[src/rtl/sram_controller.sv]
// Data-memory responder for the MEM stage: one 32-bit load/store performed as
// two 16-bit accesses (low half first) on an external asynchronous SRAM.
module sram_controller #(
  parameter int unsigned ADDR_W      = 18,
  parameter int unsigned WAIT_CYCLES = 2,
  parameter logic [31:0] BASE_ADDR   = 32'd1024
) (
  input  logic              clk,
  input  logic              rst,
  input  logic              wr_en,
  input  logic              rd_en,
  input  logic [31:0]       address,
  input  logic [31:0]       write_data,
  output logic [31:0]       read_data,
  output logic              ready,
  output logic [ADDR_W-1:0] sram_addr,
  output logic [15:0]       sram_dq_out,
  output logic              sram_dq_oe,
  input  logic [15:0]       sram_dq_in,
  output logic              sram_we_n,
  output logic              sram_oe_n
);

  localparam int unsigned     CNT_W    = (WAIT_CYCLES > 1) ? $clog2(WAIT_CYCLES) : 1;
  localparam logic [CNT_W-1:0] CNT_LAST = CNT_W'(WAIT_CYCLES - 1);

  typedef enum logic [1:0] {
    S_IDLE,
    S_LOW,
    S_HIGH,
    S_DONE
  } state_t;

  state_t             r_state;
  logic [CNT_W-1:0]   r_cnt;
  logic               r_wr;
  logic [15:0]        r_wdata_hi;
  logic [31:0]        r_read_data;
  logic [ADDR_W-1:0]  r_sram_addr;
  logic [15:0]        r_dq_out;
  logic               r_dq_oe;
  logic               r_we_n;
  logic               r_oe_n;

  logic [31:0]        w_offset;
  logic [31:0]        w_word;
  logic [ADDR_W-1:0]  w_lo_addr;
  logic               w_req;
  logic               w_cnt_last;

  // Byte address -> half-word SRAM address of the low half; truncation wraps silently.
  assign w_offset   = address - BASE_ADDR;
  assign w_word     = w_offset >> 2;
  assign w_lo_addr  = ADDR_W'({w_word, 1'b0});
  assign w_req      = wr_en | rd_en;
  assign w_cnt_last = (r_cnt == CNT_LAST);

  // Combinational so the pipeline freezes in the same cycle a request appears.
  assign ready = (r_state == S_DONE) | ((r_state == S_IDLE) & ~wr_en & ~rd_en);

  assign read_data   = r_read_data;
  assign sram_addr   = r_sram_addr;
  assign sram_dq_out = r_dq_out;
  assign sram_dq_oe  = r_dq_oe;
  assign sram_we_n   = r_we_n;
  assign sram_oe_n   = r_oe_n;

  // Access sequencer; SRAM strobes are registered and set on entry to each state.
  always_ff @(posedge clk or negedge rst) begin
    if (!rst) begin
      r_state     <= S_IDLE;
      r_cnt       <= '0;
      r_wr        <= 1'b0;
      r_wdata_hi  <= '0;
      r_read_data <= '0;
      r_sram_addr <= '0;
      r_dq_out    <= '0;
      r_dq_oe     <= 1'b0;
      r_we_n      <= 1'b1;
      r_oe_n      <= 1'b1;
    end else begin
      case (r_state)
        S_IDLE: begin
          if (w_req) begin
            r_state     <= S_LOW;
            r_cnt       <= '0;
            r_wr        <= wr_en;
            r_wdata_hi  <= write_data[31:16];
            r_sram_addr <= w_lo_addr;
            if (wr_en) begin
              r_dq_out <= write_data[15:0];
              r_dq_oe  <= 1'b1;
              r_we_n   <= 1'b0;
            end else begin
              r_oe_n   <= 1'b0;
            end
          end
        end

        S_LOW: begin
          if (w_cnt_last) begin
            if (!r_wr) begin
              r_read_data[15:0] <= sram_dq_in;
            end else begin
              r_dq_out <= r_wdata_hi;
            end
            r_state     <= S_HIGH;
            r_cnt       <= '0;
            r_sram_addr <= r_sram_addr | ADDR_W'(1);
          end else begin
            r_cnt <= r_cnt + CNT_W'(1);
          end
        end

        S_HIGH: begin
          if (w_cnt_last) begin
            if (!r_wr) begin
              r_read_data[31:16] <= sram_dq_in;
            end
            r_state <= S_DONE;
            r_cnt   <= '0;
            r_we_n  <= 1'b1;
            r_oe_n  <= 1'b1;
            r_dq_oe <= 1'b0;
          end else begin
            r_cnt <= r_cnt + CNT_W'(1);
          end
        end

        S_DONE: begin
          r_state <= S_IDLE;
        end

        default: begin
          r_state <= S_IDLE;
        end
      endcase
    end
  end

endmodule

[config.mk]
export PLATFORM = sky130hd
export DESIGN_NAME = sram_controller
export DESIGN_NICKNAME = d
export VERILOG_FILES = /design/src/rtl/sram_controller.sv
export SDC_FILE = /design/constraint.sdc
export NUM_CORES = 1
export LEC_CHECK = 0
export ABC_AREA = 1
export BUFFER_PORTS_ARGS = -buffer_cell sky130_fd_sc_hd__buf_2
export CORE_MARGIN = 4
export CORE_UTILIZATION = 52
export CTS_CLUSTER_DIAMETER = 30
export DETAILED_ROUTE_END_ITERATION = 7
export PLACE_DENSITY = 0.85
export RECOVER_POWER = 25
export SYNTH_ARGS = -nofsm -noshare
export SYNTH_HDL_FRONTEND = slang
export SYNTH_SLANG_ARGS = --single-unit
[constraint.sdc]
create_clock -name clk -period 4.2 [get_ports clk]
set_clock_uncertainty 0.15 [all_clocks]
set_input_delay 1.05 -clock clk [delete_from_list [all_inputs] [get_ports clk]]
set_output_delay 1.05 -clock clk [all_outputs]
set_load 0.005 [all_outputs]
==> results by group <==
Status
  – Outcome: complete, but fails checks
  – Violated checks: capacitance limit, slew limit

Die
  – Die X: 95.0 um
  – Starting Density: 0.539
  – Row cnt: 31
  – Die height: 95.0 um
  – CORE AREA: 7290 sq um
  – DIE AREA: 9020 sq um
  – I/O pins: 154

Worst hold path
  – Critical hold path startpoint: sram_dq_out[2]$_DFFE_PN0P_
  – WHS Endpoint: sram_dq_out[2]$_DFFE_PN0P_
  – Type of the most critical hold path: register to register
  – Hold-critical path depth: 2

Layout
  – Fin nets: 684
  – Fillers: 648
  – Share of cells above drive strength 1: 0.302
  – Layout area overhead: 23.3%
  – Antenna diodes: 0

Placed design
  – Placed wire-length estimate: 6320 um
  – Dpl ws: 1250 ps
  – PortBufs: 138
  – GP Congestion: 0.871

STA
  – Number of setup violations in the final report: 0
  – Final worst slack: 1010 ps
  – Slew Viols, Final: 90
  – Worst-margin pin slew: 2170 ps
  – RSZ-0062 raised after global routing: false
  – Post-layout min period: 3190 ps
  – Max_slew headroom: -0.447
  – Crit share post-route: 0.759
  – Fmax: 314 MHz
  – Post-route setup TNS: 0 ps
  – Final Hold Viols: 0

Pwr
  – Lkg Pwr: 2.79 nW
  – Worst VDD drop: 0.000352 V
  – Total power: 3.57 mW
  – Pwr Density: 737 nW/um^2

Critical path
  – Critical R2R Launch: r_state[1]$_DFFE_PN0P_
  – Reg-to-Reg End: sram_dq_out[1]$_DFFE_PN0P_
  – Crit Path Class: input port to output pin
  – Slowest-stage cell, CP: nor2_1
  – CP startpoint: wr_en
  – Critical Path Max Stage Delay: 360 ps
  – Worst Path Max Fanout: 4
  – CP bufs+invs: 4
  – Critical Path RT: 3000 ps
  – Crit path cell chain: buf_2 > inv_2 > nand2_4 > nor2_1 > nor2_1 > inv_1 > buf_2
  – Reg2reg setup slack: 1960 ps
  – Worst EP arrival: 1990 ps
  – Startpoint class of the critical path: input port
  – R2R depth: 9
  – CP delay by family, top: simple AND/OR/NAND/NOR gates
  – Critical Path Sink Type: output pin

Routing
  – Routed via count: 3282
  – WL final: 8570 um
  – Routed wire per std cell: 12.3 um
  – Initial DRC count: 100
  – DR WL met3: 684 um
  – Top Metal Used: met4
  – DRC Markers: 0
  – Pre-Repair DR Iteration Count: 4
  – Final ANT Viol Nets: 0
  – Met2 wire length: 4030 um
  – Met1 Wirelength: 3740 um
  – DR vias/cell: 4.70

Clocking
  – H-tree levels: 3
  – Clk slew on worst S/H paths: 80 ps
  – Post-CTS sizing: 0
  – Clk sink count: 89
  – CTS buffer count: 9
  – Maximum clock path buffer count: 2
  – Root Buffer: clkbuf_8
  – Worst-Skew Late Latency: 350 ps
  – CTS tree: built
  – Cts hold-fix bufs: 0
  – Post-CTS setup buffer count: 0

GRT
  – Total track usage: 0.200
  – First-pass GRT wire length: 14200 um
  – Pin count of the biggest net entering global routing: 90
  – Antenna violations before repair: 0
  – GR Overflow Total: 0
  – Vias in the first global route: 3202

Yosys
  – Synth Instances: 462
  – Ys async rst share: 1.00
  – Mean Syn Cell Area: 8.51 sq um
  – Main area contributors after synthesis: dfrtp_1, nand2_1, o21ai_0
  – Yosys top cell area share: 0.553
  – Yosys top cell by area: dfrtp_1
  – #FFs+latches synth: 89
  – EDFF count, synth: 0
  – Synthesized cell area: 3930 sq um
  – Ys Warns: 0
  – Unique masters post-synth: 30
  – Register area share after synthesis: 0.567
  – Synth Flop Type: dfrtp_1
  – Syn Nets: 551

Run
  – Maximum Capacitance Violations: 1
==> stage by stage <==
stage	hold WS (ps)	area, sq um	std cells	util
finish	322	4850	699	0.665
global route	351	4850	699	0.665
CTS	324	4860	699	0.667
detailed placement	304	4660	683	0.639
global placement	299	4660	683	0.639
floorplan	299	3930	462	-
==> power by group <==
| group | switching [mW] | internal, mW |
|---|---|---|
| Combinational | 0.878 | 0.596 |
| Clock | 0.311 | 0.281 |
| Sequential | 0.214 | 1.29 |
| Total | 1.40 | 2.17 |
==> layout make-up <==
cell class | count | area (sq um) | area share
Multi-Input combinational cell | 311 | 1430 | 0.294
Inverter | 45 | 171 | 0.0353
Clock inverter | 7 | 76.3 | 0.0157
Tap cell | 99 | 124 | 0.0255
Timing Repair Buffer | 139 | 698 | 0.144
Clock buffer | 9 | 124 | 0.0255
Sequential cell | 89 | 2230 | 0.460
==> sequential cells by signal, summed over array words and instances (netlist names) <==
signal,count
r_state,2
sram_oe_n,1
r_wr,1
sram_dq_out,16
r_wdata_hi,16
sram_dq_oe,1
r_cnt,1
read_data,32
sram_addr,18
sram_we_n,1
==> tightest hold or removal path, delay by kind of cell, from the launching register on <==
family / cells / cell delay [ps]
flip-flops: 1 / 350
AND/OR/NAND/NOR: 2 / 100
==> worst max path at each step <==
stage	slack (ps)	endpoint	depth (start not counted)
after floorplan	1540	ready	5
after global placement	1270	ready	7
after detailed placement	1250	ready	7
after CTS	1240	ready	7
after global routing	910	ready	7
final	1010	ready	7
==> synthesized netlist by cell type, types with 2 or more instances <==
library cell,n
inv_2,2
nor2_8,2
nor2_1,11
or2_2,3
nand3_1,9
a21oi_1,3
buf_2,4
nand2_1,200
inv_1,42
o21ai_0,54
nor2_4,2
nand2_2,10
ha_1,5
dfstp_2,2
nand2_4,2
clkbuf_1,10
dfrtp_1,87
xor2_1,2
==> placed cells by master (no fill, tap or decap), drive strengths merged <==
| master | count |
|---|---|
| or2 | 4 |
| nand2 | 212 |
| nand3 | 9 |
| buf | 138 |
| o21ai | 56 |
| nand4 | 2 |
| xor2 | 2 |
| dfstp | 2 |
| a21oi | 3 |
| inv | 48 |
| clkinv | 2 |
| ha | 5 |
| nand3b | 1 |
| a31oi | 1 |
| bufinv | 1 |
| clkinvlp | 1 |
| nor2 | 16 |
| dfrtp | 87 |
| clkbuf | 10 |
==> cells by family (layout without fill, tap and decap cells) <==
kind of cell | Yosys count | in the layout | synth area share
adders and majority gates | 5 | 5 | 0.0159
and+or+nand+nor | 244 | 244 | 0.267
xor gates and xnor gates | 2 | 2 | 0.00445
buffers and inverters | 62 | 200 | 0.0681
AOI/OAI and AO/OA | 60 | 60 | 0.0776
DFF | 89 | 89 | 0.567
==> layer usage <==
layer	vias up	global-route usage
li1	1685	-
met1	1481	0.242
met2	106	0.346
met3	10	0.0494
met4	0	0.0697
met5	-	0
Note: power is estimated with default switching activity, not from simulation.
